**src/rtl/oscope_pkg.sv**
```systemverilog
// Shared widths and read-controller state encoding for the capture read path.
// No logic; latency and backpressure not applicable.
package oscope_pkg;

    localparam int ADDR_W_DEF = 17;
    localparam int DATA_W_DEF = 8;

    typedef enum logic [1:0] {
        RD_IDLE  = 2'd0,
        RD_READ  = 2'd1,
        RD_DRAIN = 2'd2,
        RD_DONE  = 2'd3
    } rd_state_t;

endpackage

```
**src/rtl/sample_fifo.sv**
```systemverilog
// Show-ahead FIFO; head visible the cycle after write, pop on rd.
// Latency 1 write-to-empty-deassert; writes when full are dropped, flush empties in one cycle.
module sample_fifo #(
    parameter int DATA_W = 8,
    parameter int DEPTH  = 4
) (
    input  logic              clk,
    input  logic              reset,
    input  logic              flush,
    input  logic              wr,
    input  logic [DATA_W-1:0] wr_data,
    input  logic              rd,
    output logic [DATA_W-1:0] rd_data,
    output logic              full,
    output logic              empty
);

    localparam int PTR_W = $clog2(DEPTH);

    logic [PTR_W:0]    wr_ptr_q, wr_ptr_d;
    logic [PTR_W:0]    rd_ptr_q, rd_ptr_d;
    logic [DATA_W-1:0] mem_q [DEPTH];
    logic              do_wr;
    logic              do_rd;

    // Extra pointer bit distinguishes full from empty when the indices match.
    assign empty   = (wr_ptr_q == rd_ptr_q);
    assign full    = (wr_ptr_q[PTR_W] != rd_ptr_q[PTR_W]) &&
                     (wr_ptr_q[PTR_W-1:0] == rd_ptr_q[PTR_W-1:0]);
    assign rd_data = mem_q[rd_ptr_q[PTR_W-1:0]];

    always_comb begin
        do_wr    = wr && !full && !flush;
        do_rd    = rd && !empty && !flush;
        wr_ptr_d = wr_ptr_q;
        rd_ptr_d = rd_ptr_q;
        if (flush) begin
            wr_ptr_d = '0;
            rd_ptr_d = '0;
        end else begin
            if (do_wr) wr_ptr_d = wr_ptr_q + (PTR_W+1)'(1);
            if (do_rd) rd_ptr_d = rd_ptr_q + (PTR_W+1)'(1);
        end
    end

    always_ff @(posedge clk or posedge reset) begin
        if (reset) begin
            wr_ptr_q <= '0;
            rd_ptr_q <= '0;
        end else begin
            wr_ptr_q <= wr_ptr_d;
            rd_ptr_q <= rd_ptr_d;
        end
    end

    always_ff @(posedge clk) begin
        if (do_wr) mem_q[wr_ptr_q[PTR_W-1:0]] <= wr_data;
    end

endmodule

```
**src/rtl/capture_buffer_reader.sv**
```systemverilog
// Strided, wrapping read-out of the capture RAM onto a valid/ready sample stream.
// First valid READ_LATENCY+2 cycles after start; reads stall when in-flight + buffered words reach FIFO_DEPTH.
module capture_buffer_reader
    import oscope_pkg::*;
#(
    parameter int ADDR_W       = ADDR_W_DEF,
    parameter int DATA_W       = DATA_W_DEF,
    parameter int MEM_DEPTH    = 131072,
    parameter int READ_LATENCY = 2,
    parameter int FIFO_DEPTH   = 4
) (
    input  logic              clk_50,
    input  logic              reset,
    input  logic              start,
    input  logic              abort,
    input  logic [ADDR_W-1:0] start_addr,
    input  logic [ADDR_W-1:0] num_samples,
    input  logic [5:0]        step,
    output logic [ADDR_W-1:0] mem_address,
    output logic              mem_read,
    output logic              mem_cs,
    output logic              mem_clk_en,
    input  logic [DATA_W-1:0] mem_read_data,
    output logic [DATA_W-1:0] sample_data,
    output logic              sample_valid,
    input  logic              sample_ready,
    output logic              sample_last,
    output logic              busy,
    output logic              done
);

    localparam logic [ADDR_W:0]   DEPTH_W  = (ADDR_W+1)'(MEM_DEPTH);
    localparam logic [ADDR_W-1:0] FIFO_LIM = ADDR_W'(FIFO_DEPTH);

    rd_state_t               state_q, state_d;
    logic [ADDR_W-1:0]       addr_q, addr_d;
    logic [5:0]              step_q, step_d;
    logic [ADDR_W-1:0]       num_q, num_d;
    logic [ADDR_W-1:0]       issued_q, issued_d;
    logic [ADDR_W-1:0]       delivered_q, delivered_d;
    logic [READ_LATENCY-1:0] lat_q, lat_d;

    logic              rd_issue;
    logic              fifo_flush;
    logic              fifo_full;
    logic              fifo_empty;
    logic              handshake;
    logic              last_word;
    logic              credit_ok;
    logic [ADDR_W:0]   addr_sum;
    logic [ADDR_W:0]   addr_wrap;

    // issued - delivered counts words both in flight and sitting in the FIFO.
    assign credit_ok = (issued_q - delivered_q) < FIFO_LIM;
    assign addr_sum  = {1'b0, addr_q} + (ADDR_W+1)'(step_q);
    assign addr_wrap = (addr_sum >= DEPTH_W) ? (addr_sum - DEPTH_W) : addr_sum;
    assign handshake = sample_valid && sample_ready;
    assign last_word = (delivered_q == (num_q - ADDR_W'(1)));

    always_comb begin
        state_d     = state_q;
        addr_d      = addr_q;
        step_d      = step_q;
        num_d       = num_q;
        issued_d    = issued_q;
        delivered_d = delivered_q;
        rd_issue    = 1'b0;
        fifo_flush  = 1'b0;
        busy        = 1'b0;
        done        = 1'b0;

        case (state_q)
            RD_IDLE: begin
                if (start) begin
                    num_d       = num_samples;
                    step_d      = (step == 6'd0) ? 6'd1 : step;
                    addr_d      = ({1'b0, start_addr} >= DEPTH_W) ? '0 : start_addr;
                    issued_d    = '0;
                    delivered_d = '0;
                    state_d     = (num_samples == '0) ? RD_DONE : RD_READ;
                end
            end
            RD_READ: begin
                busy = 1'b1;
                if (abort) begin
                    fifo_flush = 1'b1;
                    addr_d     = '0;
                    state_d    = RD_IDLE;
                end else begin
                    if (credit_ok) begin
                        rd_issue = 1'b1;
                        addr_d   = addr_wrap[ADDR_W-1:0];
                        issued_d = issued_q + ADDR_W'(1);
                        if (issued_q == (num_q - ADDR_W'(1))) state_d = RD_DRAIN;
                    end
                    if (handshake) delivered_d = delivered_q + ADDR_W'(1);
                end
            end
            RD_DRAIN: begin
                busy = 1'b1;
                if (abort) begin
                    fifo_flush = 1'b1;
                    addr_d     = '0;
                    state_d    = RD_IDLE;
                end else if (handshake) begin
                    delivered_d = delivered_q + ADDR_W'(1);
                    if (last_word) state_d = RD_DONE;
                end
            end
            RD_DONE: begin
                done    = 1'b1;
                state_d = RD_IDLE;
            end
            default: state_d = RD_IDLE;
        endcase

        // Clearing the delay line drops words still returning from an aborted read-out.
        lat_d = fifo_flush ? '0 : ((lat_q << 1) | READ_LATENCY'(rd_issue));
    end

    always_ff @(posedge clk_50 or posedge reset) begin
        if (reset) begin
            state_q     <= RD_IDLE;
            addr_q      <= '0;
            step_q      <= '0;
            num_q       <= '0;
            issued_q    <= '0;
            delivered_q <= '0;
            lat_q       <= '0;
        end else begin
            state_q     <= state_d;
            addr_q      <= addr_d;
            step_q      <= step_d;
            num_q       <= num_d;
            issued_q    <= issued_d;
            delivered_q <= delivered_d;
            lat_q       <= lat_d;
        end
    end

    assign mem_address = addr_q;
    assign mem_read    = rd_issue;
    assign mem_cs      = rd_issue;
    assign mem_clk_en  = (state_q != RD_IDLE);
    assign sample_valid = !fifo_empty;
    assign sample_last  = sample_valid && last_word;

    sample_fifo #(
        .DATA_W (DATA_W),
        .DEPTH  (FIFO_DEPTH)
    ) u_fifo (
        .clk     (clk_50),
        .reset   (reset),
        .flush   (fifo_flush),
        .wr      (lat_q[READ_LATENCY-1] && !fifo_full),
        .wr_data (mem_read_data),
        .rd      (sample_ready),
        .rd_data (sample_data),
        .full    (fifo_full),
        .empty   (fifo_empty)
    );

endmodule
```
**config.mk**
```make
export PLATFORM = sky130hd
export DESIGN_NAME = capture_buffer_reader
export DESIGN_NICKNAME = d
export VERILOG_FILES = /design/src/rtl/oscope_pkg.sv /design/src/rtl/sample_fifo.sv /design/src/rtl/capture_buffer_reader.sv
export SDC_FILE = /design/constraint.sdc
export NUM_CORES = 1
export LEC_CHECK = 0
export BUFFER_PORTS_ARGS = -buffer_cell sky130_fd_sc_hd__buf_2
export CELL_PAD_IN_SITES_DETAIL_PLACEMENT = 1
export CELL_PAD_IN_SITES_GLOBAL_PLACEMENT = 1
export CORE_ASPECT_RATIO = 0.9
export CORE_MARGIN = 2
export CORE_UTILIZATION = 47
export DETAILED_ROUTE_END_ITERATION = 12
export HOLD_SLACK_MARGIN = 0.05
export PLACE_DENSITY = 0.84
export SLEW_MARGIN = 20
export SYNTH_ARGS = -nofsm -noshare
export SYNTH_HDL_FRONTEND = slang
export SYNTH_HIERARCHICAL = 1
export SYNTH_SLANG_ARGS = --single-unit
```
**constraint.sdc**
```tcl
create_clock -name clk_50 -period 4.2 [get_ports clk_50]
set_input_delay 0.63 -clock clk_50 [delete_from_list [all_inputs] [get_ports clk_50]]
set_output_delay 0.63 -clock clk_50 [all_outputs]
set_load 0.02 [all_outputs]
```
==> qor_table.md <==
| Quantity | This run | Unit |
| --- | --- | --- |
| Residual DRC | 0 | - |
| # port buffers | 84 | - |
| Fin. max-slew vios | 0 | - |
| Final design area excluding fillers | 9300 | um2 |
| Power Total | 6.36 | mW |
| Clock latency at the later pin of the worst-skew pair | 0.43 | ns |
| Antenna Diode Count | 0 | - |
| Placeable core region | 16700 | um2 |
| Clock-pin slew on the worst setup and hold paths | 0.06 | ns |
| Fin crit share | 96.1 | % |
| Status | finished clean | - |
| Hold Crit Class | in2async | - |
| Number of nets in the final layout | 1000 | - |
| Unique masters post-synth | 84 | - |
| Initial Util | 47.7 | % |
| Worst VDD drop | 473 | uV |
| Met2 demand-to-capacity share in global routing | 46.1 | % |
| Worst r2r dst | mem_address[0] | - |
| Worst Path Class, Setup | reg2out | - |
| Drt first-iter violations | 537 | - |
| Mean routed wirelength per cell | 21.1 | um |
| Final antenna-violating net count | 0 | - |
| R2R setup slack | 0.41 | ns |
| Number of enable flip-flop cells after synthesis | 32 | - |
| Proportion of synthesized chip area in sequential cells | 38.4 | % |
| Post-DP Area | 8600 | um2 |
| Final-report hold violation count | 0 | - |
| Worst slew margin relative to its limit | 40.9 | % |
| Clock tree from TritonCTS | done | - |
| TritonCTS sink count | 116 | - |
| Cell with the largest stage delay on the worst path | dfrtp_1 | - |
| Highest fanout seen on the critical path | 6 | - |
| Clock period minus worst slack | 4.03 | ns |
| First-pass GRT wire length | 38100 | um |
| Nets in the synthesized netlist | 914 | - |
| Count of yosys warnings during synthesis | 6 | - |
| Total CTS buffers | 17 | - |
| CP bufs+invs | 3 | - |
| Arrival time of the worst setup path | 3.40 | ns |
| Total number of H-tree levels | 4 | - |
| Number of cell rows | 45 | - |
| Clock skew after layout | 0.00968 | ns |
| Cell chain of the critical path | inv_1, ha_1, a21o_1, a31o_1, a41o_1, a21boi_1, xnor2_1, nor4_4, buf_4, nand2_2, nor2_2, buf_2 | - |
| Die area | 18000 | um2 |
| Depth of the worst register-to-register path | 13 | - |
| Final RePlAce weighted congestion | 0.877 | - |
| Antenna violations before repair | 0 | - |
| Highest achievable clock rate | 248 | MHz |
| Remaining Overflow, GRT | 0 | - |
| Predominant post-synthesis flop cell | dfrtp_1 | - |
| DR vias/cell | 6.09 | - |
| Maximum number of pins on one net before global-route repair | 49 | - |
| Maximum buffer depth of the clock tree | 2 | - |
| Clk root buf | clkbuf_16 | - |
| Number of iterations in the first detailed-routing pass | 5 | - |
| Area Overhead vs Synth | 16.7 | % |
| Startpoint types | register | - |
| Post-Syn Area per Cell | 9.65 | um2 |
| Crit-path leading delay family | compound AO/OA/AOI/OAI gates | - |
| Crit-path max cell delay | 0.41 | ns |
| Ratio of total power to cell area | 684 | nW/um2 |
| Routed Wire Length | 24000 | um |
| Instance count of the mapped netlist | 826 | - |
| Global Route Usage Sum | 27.2 | % |
| Worst Path Required | 3.57 | ns |
| GRT Max-Usage Layer | met2 | - |
| Total negative slack | 0 | ns |
| Total I/O pin count | 85 | - |
| Async set or reset register ratio after synthesis | 72.4 | % |
| Hold-fix buffer count after cts | 0 | - |
| Half-perimeter wire length after placement | 17000 | um |
| Die W | 141 | um |
| Via count | 6923 | - |
| Met3 demand-to-capacity share in global routing | 5.32 | % |
| Final-report setup violation count | 0 | - |
| Start of the worst register-to-register path | delivered_q[7] | - |
| Global Route met1 Usage | 35.1 | % |
| Share of post-route cells with drive strength above 1 | 21.3 | % |
| Transition time at the pin with the least slew margin | 0.886 | ns |
| Reported leakage power | 3.97 | nW |
| Vias in the first global route | 7166 | - |
| Count of state elements after synthesis | 116 | - |
| Endpoint class of the critical path | output port | - |
| Die height | 128 | um |
| Cell Area, Synth | 7970 | um2 |
| Setup repair after global routing missed its margin | no | - |
| # Max-Cap Violations | 0 | - |
## routing by layer
layer / part of all wire [%] / wire (um)
met5: 0 / 0
met4: 2.0 / 470
met3: 4.1 / 991
met2: 49 / 11800
met1: 45 / 10700
## cells in the final DEF (no fill, tap or decap), types with 12 or more instances in the layout
| cell | n |
|---|---|
| nor4_1 | 12 |
| nor3_1 | 20 |
| nand3_1 | 24 |
| buf_4 | 20 |
| buf_2 | 84 |
| nand2_1 | 47 |
| a21oi_1 | 43 |
| clkbuf_16 | 17 |
| inv_1 | 46 |
| xnor2_1 | 39 |
| and2_1 | 13 |
| edfxtp_1 | 32 |
| nor2_1 | 57 |
| or3_1 | 14 |
| xor2_1 | 23 |
| nor2b_1 | 17 |
| dfrtp_1 | 83 |
| o31ai_1 | 13 |
| mux2_2 | 26 |
| nand4_1 | 21 |
| o21ai_0 | 37 |
| ha_1 | 32 |
## worst max-delay path by stage
stage,startpoint,end,slack [ns],cells past startpoint
6_report,delivered_q[2],mem_cs,0.17,12
5_1_grt,delivered_q[14],mem_cs,0.007,11
4_1_cts,delivered_q[13],mem_cs,0.002,11
3_5_place_dp,delivered_q[13],mem_cs,0.36,11
3_3_place_gp,num_q[2],sample_last,0.45,8
2_1_floorplan,delivered_q[12],mem_read,0.48,12
## Yosys cell counts, types with 14 or more instances
cell	number	area share, %
nor2b_1	17	1.3
ha_1	34	5.3
nand2_1	49	2.3
xor2_1	23	2.5
or3_1	14	1.1
nand4_1	21	1.6
dfrtp_1	84	26
nor3_1	21	1.3
o21ai_0	38	2.4
edfxtp_1	32	12
nand3_1	24	1.5
a21oi_1	44	2.8
nor2_1	58	2.7
clkbuf_1	27	1.3
xnor2_1	39	4.3
inv_1	48	2.3
mux2_2	26	3.7
## metrics by stage
| step | utilization (%) | setup WS [ns] | hold slack (ns) | std cells |
|---|---|---|---|---|
| after global placement | 51.5 | 0.451 | 0.451 | 1099 |
| after global routing | 55.6 | 0.00708 | 0.153 | 1136 |
| after detailed placement | 51.5 | 0.365 | 0.456 | 1099 |
| final | 55.6 | 0.166 | 0.140 | 1136 |
| after CTS | 55.3 | 0.00233 | 0.125 | 1132 |
| after floorplan | - | 0.480 | 0.421 | 826 |
## state kept, by name, summed over array words and instances (netlist names)
name             cells
delivered_q         17
issued_q            17
lat_q                2
mem_address         17
num_q               17
state_q              2
step_q               6
u_fifo/mem_q        32
u_fifo/rd_ptr_q      3
u_fifo/wr_ptr_q      3
## area by class of cell
cell class / instances / area (um2)
fillers: 1882 / 7420
multi-input cells: 625 / 4600
flip-flops and latches: 116 / 3060
repair buffers: 104 / 571
clock buffers: 19 / 433
well taps: 211 / 264
clock inverters: 13 / 184
inverters: 48 / 181
## timing repair
item	CTS	global route
setup endpoints to repair	3	3
pin swaps	2	3
cloned	0	0
resized for setup	5	8
setup buffers	1	4
## logic make-up (layout without fill, tap and decap cells)
kind of cell | after synthesis | in the layout | share of synthesized area [%]
simple gates | 281 | 281 | 19.3
compound gates | 197 | 197 | 16.7
flops | 116 | 116 | 38.4
buf+inv | 85 | 184 | 4.30
xor+xnor | 68 | 68 | 8.35
mux | 44 | 44 | 7.36
fa+ha+maj | 35 | 35 | 5.59
## where the power goes
group          total [mW]  internal, mW  switching (mW)
registers            1.76          1.39           0.369
logic                3.04          1.29            1.74
clock network        1.57         0.990           0.578
No activity file was read; power rests on OpenSTA's default activity.
